==> src/rtl/ddr3_frame_reader_pkg.sv <==
// Shared types and limits for the DDR3 frame reader.
// Test-read states exist only with DDR3_FRAME_READER_TEST_PORT_EN defined.
package ddr3_frame_reader_pkg;

  localparam int AVL_SIZE_W  = 7;
  localparam int MAX_BUFFERS = 8;

  typedef enum logic [2:0] {
    IDLE,
    ISSUE,
    WAIT_CREDIT,
    DRAIN
`ifdef DDR3_FRAME_READER_TEST_PORT_EN
    ,
    TEST_ISSUE,
    TEST_WAIT
`endif
  } state_t;

endpackage

==> src/rtl/ddr3_frame_reader_rr_buf_select.sv <==
// Round-robin search for a full buffer starting at start (optionally skipping it).
// Purely combinational, no backpressure.
module rr_buf_select
  import ddr3_frame_reader_pkg::*;
#(
  parameter int NUM_BUFFERS = 2
) (
  input  logic [NUM_BUFFERS-1:0] full,
  input  logic [2:0]             start,
  input  logic                   excl_start,
  output logic                   found,
  output logic [2:0]             idx
);

  logic [MAX_BUFFERS-1:0] full_ext;
  logic [2:0]             pos;

  assign full_ext = MAX_BUFFERS'(full);

  always_comb begin
    found = 1'b0;
    idx   = start;
    pos   = start;
    for (int k = 0; k < NUM_BUFFERS; k++) begin
      pos = 3'((int'(start) + k) % NUM_BUFFERS);
      if (!found && full_ext[pos] && !(excl_start && k == 0)) begin
        found = 1'b1;
        idx   = pos;
      end
    end
  end

endmodule

==> src/rtl/ddr3_frame_reader.sv <==
// Streams whole frames from N DDR3 frame buffers into the pixel FIFO; pix_* lag read data by 1 cycle.
// Bursts are gated by fifo_free credits and held while ddr3_avl_ready is low; optional DDR3_FRAME_READER_TEST_PORT_EN.
module ddr3_frame_reader
  import ddr3_frame_reader_pkg::*;
#(
  parameter int IMAGE_WIDTH  = 1280,
  parameter int IMAGE_HEIGHT = 1024,
  parameter int PIX_BITS     = 32,
  parameter int DATA_W       = 128,
  parameter int ADDR_W       = 26,
  parameter int NUM_BUFFERS  = 2,
  parameter int BURST_LEN    = 4,
  parameter int CREDIT_W     = 10
) (
  input  logic                          ddr3_clk,
  input  logic                          ddr3_reset_n,
  input  logic [NUM_BUFFERS-1:0]        buf_full,
  input  logic [NUM_BUFFERS*ADDR_W-1:0] buf_offset,
  output logic [NUM_BUFFERS-1:0]        buf_release,
  output logic [2:0]                    cur_buf,
  input  logic [CREDIT_W-1:0]           fifo_free,
  output logic [DATA_W-1:0]             pix_data,
  output logic                          pix_valid,
  output logic                          pix_sof,
  input  logic                          ddr3_avl_ready,
  output logic                          ddr3_avl_burstbegin,
  output logic                          ddr3_avl_read_req,
  output logic [AVL_SIZE_W-1:0]         ddr3_avl_size,
  output logic [ADDR_W-1:0]             ddr3_avl_addr,
  input  logic                          ddr3_avl_read_data_valid,
`ifdef DDR3_FRAME_READER_TEST_PORT_EN
  input  logic                          test_rd,
  input  logic [ADDR_W-1:0]             test_addr,
  output logic [DATA_W-1:0]             test_rd_data,
  output logic                          test_rd_done,
`endif
  input  logic [DATA_W-1:0]             ddr3_avl_read_data
);

  localparam int FRAME_WORDS = IMAGE_WIDTH * IMAGE_HEIGHT * PIX_BITS / DATA_W;
  localparam int WC_W        = $clog2(FRAME_WORDS + 1);

  if (FRAME_WORDS % BURST_LEN != 0) begin : g_bad_frame
    $error("FRAME_WORDS must be a multiple of BURST_LEN");
  end
  if (NUM_BUFFERS < 2 || NUM_BUFFERS > MAX_BUFFERS) begin : g_bad_nbuf
    $error("NUM_BUFFERS out of range");
  end

  state_t                state;
  logic [WC_W-1:0]       word_cnt;
  logic [CREDIT_W-1:0]   outstanding;
  logic                  sof_pending;
  logic [ADDR_W-1:0]     offs [MAX_BUFFERS];
  logic                  idle_found, drain_found;
  logic [2:0]            idle_idx, drain_idx;
  logic                  credit_ok, frame_accept, frame_rdv, frame_last;

  for (genvar g = 0; g < MAX_BUFFERS; g++) begin : g_offs
    if (g < NUM_BUFFERS) begin : g_on
      assign offs[g] = buf_offset[g*ADDR_W +: ADDR_W];
    end else begin : g_off
      assign offs[g] = '0;
    end
  end

  rr_buf_select #(.NUM_BUFFERS(NUM_BUFFERS)) u_idle_sel (
    .full(buf_full), .start(cur_buf), .excl_start(1'b0), .found(idle_found), .idx(idle_idx)
  );

  rr_buf_select #(.NUM_BUFFERS(NUM_BUFFERS)) u_drain_sel (
    .full(buf_full), .start(cur_buf), .excl_start(1'b1), .found(drain_found), .idx(drain_idx)
  );

  // One extra bit so outstanding+BURST_LEN cannot wrap before the compare.
  assign credit_ok    = ({1'b0, outstanding} + (CREDIT_W+1)'(BURST_LEN)) <= {1'b0, fifo_free};
  assign frame_accept = ddr3_avl_read_req && ddr3_avl_ready && (state == ISSUE);
  assign frame_last   = (word_cnt + WC_W'(BURST_LEN)) == WC_W'(FRAME_WORDS);
`ifdef DDR3_FRAME_READER_TEST_PORT_EN
  assign frame_rdv    = ddr3_avl_read_data_valid && (state != TEST_WAIT);
`else
  assign frame_rdv    = ddr3_avl_read_data_valid;
`endif

  always_ff @(posedge ddr3_clk or negedge ddr3_reset_n) begin
    if (!ddr3_reset_n) begin
      state               <= IDLE;
      cur_buf             <= '0;
      word_cnt            <= '0;
      sof_pending         <= 1'b0;
      buf_release         <= '0;
      ddr3_avl_read_req   <= 1'b0;
      ddr3_avl_burstbegin <= 1'b0;
      ddr3_avl_size       <= '0;
      ddr3_avl_addr       <= '0;
`ifdef DDR3_FRAME_READER_TEST_PORT_EN
      test_rd_data        <= '0;
      test_rd_done        <= 1'b0;
`endif
    end else begin
      buf_release <= '0;
`ifdef DDR3_FRAME_READER_TEST_PORT_EN
      test_rd_done <= 1'b0;
`endif
      if (frame_rdv) sof_pending <= 1'b0;
      case (state)
        IDLE: begin
`ifdef DDR3_FRAME_READER_TEST_PORT_EN
          if (test_rd) begin
            ddr3_avl_addr       <= test_addr;
            ddr3_avl_size       <= AVL_SIZE_W'(1);
            ddr3_avl_read_req   <= 1'b1;
            ddr3_avl_burstbegin <= 1'b1;
            state               <= TEST_ISSUE;
          end else
`endif
          if (idle_found) begin
            cur_buf       <= idle_idx;
            ddr3_avl_addr <= offs[idle_idx];
            word_cnt      <= '0;
            sof_pending   <= 1'b1;
            state         <= ISSUE;
          end
        end
        ISSUE: begin
          if (ddr3_avl_read_req) begin
            if (ddr3_avl_ready) begin
              ddr3_avl_read_req   <= 1'b0;
              ddr3_avl_burstbegin <= 1'b0;
              ddr3_avl_addr       <= ddr3_avl_addr + ADDR_W'(BURST_LEN);
              word_cnt            <= word_cnt + WC_W'(BURST_LEN);
              if (frame_last) state <= DRAIN;
            end
          end else if (credit_ok) begin
            ddr3_avl_read_req   <= 1'b1;
            ddr3_avl_burstbegin <= 1'b1;
            ddr3_avl_size       <= AVL_SIZE_W'(BURST_LEN);
          end else begin
            state <= WAIT_CREDIT;
          end
        end
        WAIT_CREDIT: begin
          if (credit_ok) begin
            ddr3_avl_read_req   <= 1'b1;
            ddr3_avl_burstbegin <= 1'b1;
            ddr3_avl_size       <= AVL_SIZE_W'(BURST_LEN);
            state               <= ISSUE;
          end
        end
        DRAIN: begin
          // With no other full buffer the current frame is shown again, unreleased.
          if (outstanding == '0) begin
            if (drain_found) begin
              buf_release <= NUM_BUFFERS'(1) << cur_buf;
              cur_buf     <= drain_idx;
            end
            state <= IDLE;
          end
        end
`ifdef DDR3_FRAME_READER_TEST_PORT_EN
        TEST_ISSUE: begin
          if (ddr3_avl_ready) begin
            ddr3_avl_read_req   <= 1'b0;
            ddr3_avl_burstbegin <= 1'b0;
            state               <= TEST_WAIT;
          end
        end
        TEST_WAIT: begin
          if (ddr3_avl_read_data_valid) begin
            test_rd_data <= ddr3_avl_read_data;
            test_rd_done <= 1'b1;
            state        <= IDLE;
          end
        end
`endif
        default: state <= IDLE;
      endcase
    end
  end

  always_ff @(posedge ddr3_clk or negedge ddr3_reset_n) begin
    if (!ddr3_reset_n) begin
      outstanding <= '0;
      pix_data    <= '0;
      pix_valid   <= 1'b0;
      pix_sof     <= 1'b0;
    end else begin
      outstanding <= outstanding
                   + (frame_accept ? CREDIT_W'(BURST_LEN) : CREDIT_W'(0))
                   - (frame_rdv ? CREDIT_W'(1) : CREDIT_W'(0));
      pix_data    <= ddr3_avl_read_data;
      pix_valid   <= frame_rdv;
      pix_sof     <= frame_rdv && sof_pending;
    end
  end

endmodule

==> config.mk <==
export PLATFORM = sky130hd
export DESIGN_NAME = ddr3_frame_reader
export DESIGN_NICKNAME = d
export VERILOG_FILES = /design/src/rtl/ddr3_frame_reader_pkg.sv /design/src/rtl/ddr3_frame_reader_rr_buf_select.sv /design/src/rtl/ddr3_frame_reader.sv
export SDC_FILE = /design/constraint.sdc
export NUM_CORES = 1
export LEC_CHECK = 0
export BUFFER_PORTS_ARGS = -buffer_cell sky130_fd_sc_hd__buf_2
export CORE_MARGIN = 3
export CORE_UTILIZATION = 38
export DETAILED_ROUTE_END_ITERATION = 10
export GPL_TIMING_DRIVEN = 0
export PLACE_DENSITY = 0.67
export SYNTH_ARGS = -nofsm -noshare
export SYNTH_HDL_FRONTEND = slang
export SYNTH_SLANG_ARGS = --single-unit
==> constraint.sdc <==
create_clock -name ddr3_clk -period 4.15 [get_ports ddr3_clk]
set_input_delay 0.415 -clock ddr3_clk [delete_from_list [all_inputs] [get_ports ddr3_clk]]
set_output_delay 0.415 -clock ddr3_clk [all_outputs]
set_load 0.05 [all_outputs]
Word level (Yosys, flattened, before mapping)
Index checks and enable logic that the tools add are counted.
- logic and storage cells: 110
- output and inout bits: 170
- register bits: 203
- order comparisons: 4
- shifts and indexed selects: 1
- $add $sub $neg: 6
- reductions and logical operators: 16
- bitwise operators: 2
- eq/ne operators: 15
- mux-type cells: 53
- operators with widths (cell ; number):
    $mux 26 ; 5
    $bmux 26 s3 ; 1
    $mux 19 ; 3
    $pmux 26 s2 ; 1
    $mux 3 ; 14
    $pmux 19 s2 ; 1
    $add 26x3->26 const B ; 1
    $add 19x3->19 const B ; 1
    $eq 19x19->1 const B ; 1
    $mux 1 ; 17
    $mux 7 ; 2
    $ne 2x2->1 const B ; 7
    $pmux 7 s2 ; 1
    $pmux 3 s4 ; 1
    $add 10x3->11 const B ; 1
    $le 11x10->1 ; 1
    $add 10x3->10 ; 1
    $logic_not 10->1 ; 1
    $sub 10x1->10 ; 1
    $ne 3x3->1 const B ; 3
    $eq 3x2->1 const B ; 2
    $mux 2 ; 3
    $pmux 3 s2 ; 1
    $reduce_and 2->1 ; 3
    other kinds (18) ; 24

Longest topological paths before layout
- word-level depth: 12
- gate-level depth with buffers: 14
- mapped depth without buffers: 12

Modules after synthesis
Synthesis repeated with hierarchy kept, for this count alone.
- cell total of the unflattened synthesis: 690
- area total of the unflattened synthesis: 8057.7 um2
- by module, submodules not included (module ; instances ; area an instance (um2) ; cells each):
    ddr3_frame_reader ; 1 ; 7887.6 ; 668
    rr_buf_select ; 2 ; 85.1 ; 11

Worst setup path after synthesis
OpenSTA, ideal clock, no wires.
- path kind: reg2reg
- from: reg ddr3_avl_read_req
- to: reg outstanding[9]
- setup time: 0.127 ns
- arrival time: 3.211 ns
- period minus slack after synthesis: 3.338 ns
- slack: 0.812 ns
- cell stages (with the launch flop): 15
- cell sequence: dfrtp_1 clkbuf_1 nand2_1 nor2_1 inv_1 clkbuf_1 ha_1 inv_1 fa_1 a21o_1 a21oi_1 o21bai_1 a2111oi_0 a211oi_1 xnor2_1
- longest elaborated chain between the ends: 5
- ends and longest elaborated chain (element ; RTL line ; source):
    from (decl) ; ddr3_frame_reader.sv:27 ; output logic ddr3_avl_read_req,
    from (signal assigned) ; ddr3_frame_reader.sv:92 ; ddr3_avl_read_req <= 1'b0;
    from (signal assigned) ; ddr3_frame_reader.sv:128 ; ddr3_avl_read_req <= 1'b0;
    from (signal assigned) ; ddr3_frame_reader.sv:135 ; ddr3_avl_read_req <= 1'b1;
    $logic_and 1x1->1 (2 in a row) ; ddr3_frame_reader.sv:77 ; assign frame_accept = ddr3_avl_read_req && ddr3_avl_ready && (state == ISSUE);
    $mux 3 ; ddr3_frame_reader.sv:189 ; + (frame_accept ? CREDIT_W'(BURST_LEN) : CREDIT_W'(0))
    $add 10x3->10 ; ddr3_frame_reader.sv:189 ;
    $sub 10x1->10 ; ddr3_frame_reader.sv:190 ; - (frame_rdv ? CREDIT_W'(1) : CREDIT_W'(0));
    to (signal assigned) ; ddr3_frame_reader.sv:188 ; outstanding <= outstanding
    to (decl) ; ddr3_frame_reader.sv:52 ; logic [CREDIT_W-1:0] outstanding;
No other way between the ends.
A chain may end at the register's enable or synchronous reset.

Worst setup path in the final report
- from: reg state[1]
- to: reg outstanding[9]
- longest elaborated chain between the ends: 5
- ends and longest elaborated chain (element ; RTL line ; source):
    from (decl) ; ddr3_frame_reader.sv:50 ; state_t state;
    from (signal assigned) ; ddr3_frame_reader.sv:87 ; state <= IDLE;
    from (signal assigned) ; ddr3_frame_reader.sv:122 ; state <= ISSUE;
    from (signal assigned) ; ddr3_frame_reader.sv:132 ; if (frame_last) state <= DRAIN;
    $eq 3x1->1 ; ddr3_frame_reader.sv:77 ;
    $logic_and 1x1->1 ; ddr3_frame_reader.sv:77 ;
    $mux 3 ; ddr3_frame_reader.sv:189 ;
    $add 10x3->10 ; ddr3_frame_reader.sv:189 ;
    $sub 10x1->10 ; ddr3_frame_reader.sv:190 ;
No other way between the ends.

==> impl_metrics.csv <==
group,metric,value,unit
clock_tree,postCtsSetupBuffers,0,
sta,maxSlewViolCount,0,
clock_tree,cts_tree,"yes",
drt,wl_per_cell,19.2,microns
global_routing,grt_pass1_vias,6924,
worst_setup_path,critPathSlowestCell,"fa_1",
floorplanning,core_area,20400,sq um
drt,ant_nets,0,
yosys,netlist_instances,696,
placed_design,gp_congestion,0.925,
worst_setup_path,cp_common_cell,"inv_1",
yosys,synth-edff-count,0,
floorplanning,die_y,151,microns
worst_setup_path,cp.arrival,3.89,ns
clock_tree,clock_sinks,194,
sta,finalWorstSetupSlack,0.559,ns
yosys,synth-seq-cells,194,
yosys,syn-cell-area,8000,sq um
drt,drt_iter0_drc,325,
yosys,synth_commonest_cells,"dfrtp_1, o21ai_0, nand2_1",
clock_tree,cts_max_level,4,
outcome,status,"finished clean",
sta,tightest_slew,0.881,ns
drt,num_vias,6809,
layout,drive_above_1_share,0.377,
worst_setup_path,critPathKind,"reg2reg",
worst_setup_path,worst_setup_path_start_kind,"register",
floorplanning,io_pins,366,
yosys,async_flop_share,1.00,
yosys,yosys.area.top_type,"dfrtp_1",
sta,relSlewSlack,0.407,
worst_setup_path,endpoint_kind,"register",
sta,rsz0062_at_grt,"no",
sta,final_hold_viol_count,0,
worst_setup_path,crit_fanout,10,
clock_tree,cts-buffers-inserted,17,
yosys,yosysTopAreaCellShare,0.607,
clock_tree,clk_latency,0.43,ns
global_routing,grt_max_degree,127,
layout,area_growth,34.9,%
worst_setup_path,max_stage_delay,0.43,ns
yosys,synth_area_per_cell,11.5,sq um
hold_path,hold_path.class,"in2reg",
placed_design,dpl.hpwl,20.7,mm
drt,routed_via_density,4.99,
yosys,synth.most_common_cell,"dfrtp_1",
clock_tree,clkTransAtPathRegs,0.08,ns
run,drv_cap,0,
floorplanning,rows,52,
yosys,ys_types,55,
layout,multi_input_area,2850,sq um
worst_setup_path,path_cells,"nand2b_1, clkbuf_1, nor2_1, inv_1, clkbuf_2, ha_1, inv_1, fa_1, a21o_1, a21oi_1, o21bai_1, a2111oi_0, a211oi_1, xnor2_1",
placed_design,port_buffers,359,
floorplanning,initial_core_util,0.392,
drt,drc,0,
clock_tree,root_buffer,"clkbuf_16",
sta,fmax,279,MHz
yosys,yosysWarnings,0,
drt,drt-total-wl,26.2,mm
global_routing,antenna_found_initial,1,
pwr,ir_drop,0.383,mV
layout,regArea,4850,sq um
global_routing,grt_usage,0.232,
global_routing,grt_pass1_wl,39.5,mm
global_routing,overflow,0,
floorplanning,die_area,22800,sq um
yosys,seq_area_frac_synth,0.607,
sta,setup_viol,0,
pwr,power_leakage,5.41,nW
layout,fin_nets,1312,
sta,post-route-period-util,0.865,
clock_tree,cts_buffer_depth,2,
pwr,power,7.11,mW
placed_design,dp_slack,0.465,ns
worst_setup_path,worst_ep_required_time,4.45,ns
yosys,ys.flop_type,"dfrtp_1",
yosys,ys_top_cells_by_area,"dfrtp_1, ha_1, o21ai_0",
drt,drt-pass1-iter-count,5,
layout,fill_cells,1830,
floorplanning,fp.dieW,151,microns
sta,fin_crit,3.59,ns
sta,finClkSkew,0.0158,ns
pwr,cellPowerDensity,659,nW/um^2
-- worst max-delay path, delay by kind of cell, from the launching register on --
family | cells | cell delay [ns]
buffers and inverters | 4 | 0.67
DFF | 1 | 0.41
xor gates and xnor gates | 1 | 0.15
AOI/OAI and AO/OA | 5 | 1.10
and+or+nand+nor | 2 | 0.35
adders and majority gates | 2 | 0.77
-- state kept, by name, summed over array words and instances, names as in the netlist --
| signal | flops |
|---|---|
| buf_release | 2 |
| cur_buf | 3 |
| ddr3_avl_addr | 26 |
| ddr3_avl_burstbegin | 1 |
| ddr3_avl_read_req | 1 |
| ddr3_avl_size | 1 |
| outstanding | 10 |
| pix_data | 128 |
| pix_sof | 1 |
| pix_valid | 1 |
| sof_pending | 1 |
| state | 2 |
| word_cnt | 17 |
-- stage by stage --
stage               std cells  cell area (sq um)   util  hold WS (ns)  setup TNS [ns]
finish                   1365              10800  0.528        0.0809               0
global route             1365              10800  0.528        0.0597               0
CTS                      1364              10800  0.528        0.0696               0
detailed placement       1331              10200  0.499         0.411               0
global placement         1330              10200  0.497         0.462          -88.17
floorplan                 701               8020      -         0.119               0
-- cells in the final DEF, fill, tap and decap left out, drive strengths merged, types with 7 or more instances in the layout --
master / instances
a21oi: 30
a31oi: 12
and3: 8
buf: 372
clkbuf: 44
clkinv: 7
dfrtp: 194
ha: 34
inv: 46
mux2i: 31
nand2: 45
nand3: 26
nand4: 11
nor2: 43
nor3: 11
nor4: 7
o21ai: 66
o22ai: 8
o32a: 9
xnor2: 11
xor2: 9
-- metal layers --
layer | wire, microns | GRT usage
met3 | 2810 | 0.0868
met5 | 0 | 0
met1 | 10200 | 0.279
met2 | 12700 | 0.390
met4 | 506 | 0.0657
-- cell type report --
cell class / count / share of cell area
multi-input combinational: 430 / 0.264
inverter: 39 / 0.0136
buffer: 38 / 0.0162
clock buffer: 18 / 0.0398
antenna: 1 / 0.000232
timing repair buffer: 361 / 0.171
sequential: 194 / 0.450
tap: 270 / 0.0313
clock inverter: 14 / 0.0148
-- timing repair --
action | 4_1_cts | 5_1_grt
hold endpoints to repair | 68 | 0
hold buffers | 1 | 0
gates resized for setup | 0 | 2
setup endpoints to repair | 0 | 1
-- power breakdown --
group | leakage [nW] | internal (mW) | switching [mW]
logic | 2.80 | 0.963 | 2.03
registers | 2.32 | 2.18 | 0.319
clock network | 0.287 | 0.812 | 0.806
-- final timing paths --
| path | from | endpoint | slack, ns | cells after the start |
|---|---|---|---|---|
| min in group asynchronous | ddr3_reset_n | pix_data[80] | 0.53 | 2 |
| min reg2reg | ddr3_avl_addr[1] | ddr3_avl_addr[1] | 0.48 | 2 |
| max reg2reg | state[1] | outstanding[9] | 0.56 | 14 |
| min | ddr3_avl_read_data[70] | pix_data[70] | 0.08 | 1 |
| max | state[1] | outstanding[9] | 0.56 | 14 |
| max in group asynchronous | ddr3_reset_n | ddr3_avl_read_req | 2.59 | 3 |
-- kinds of logic after synthesis --
| logic type | synth area share |
|---|---|
| buffers and inverters | 0.0400 |
| XOR/XNOR | 0.0219 |
| AO/OA/AOI/OAI | 0.126 |
| adder cells (fa/ha/maj) | 0.0569 |
| flip-flops | 0.607 |
| AND/OR/NAND/NOR | 0.109 |
| multiplexers | 0.0388 |
| other | 0.000469 |
Power figures use the tool's default switching activity.
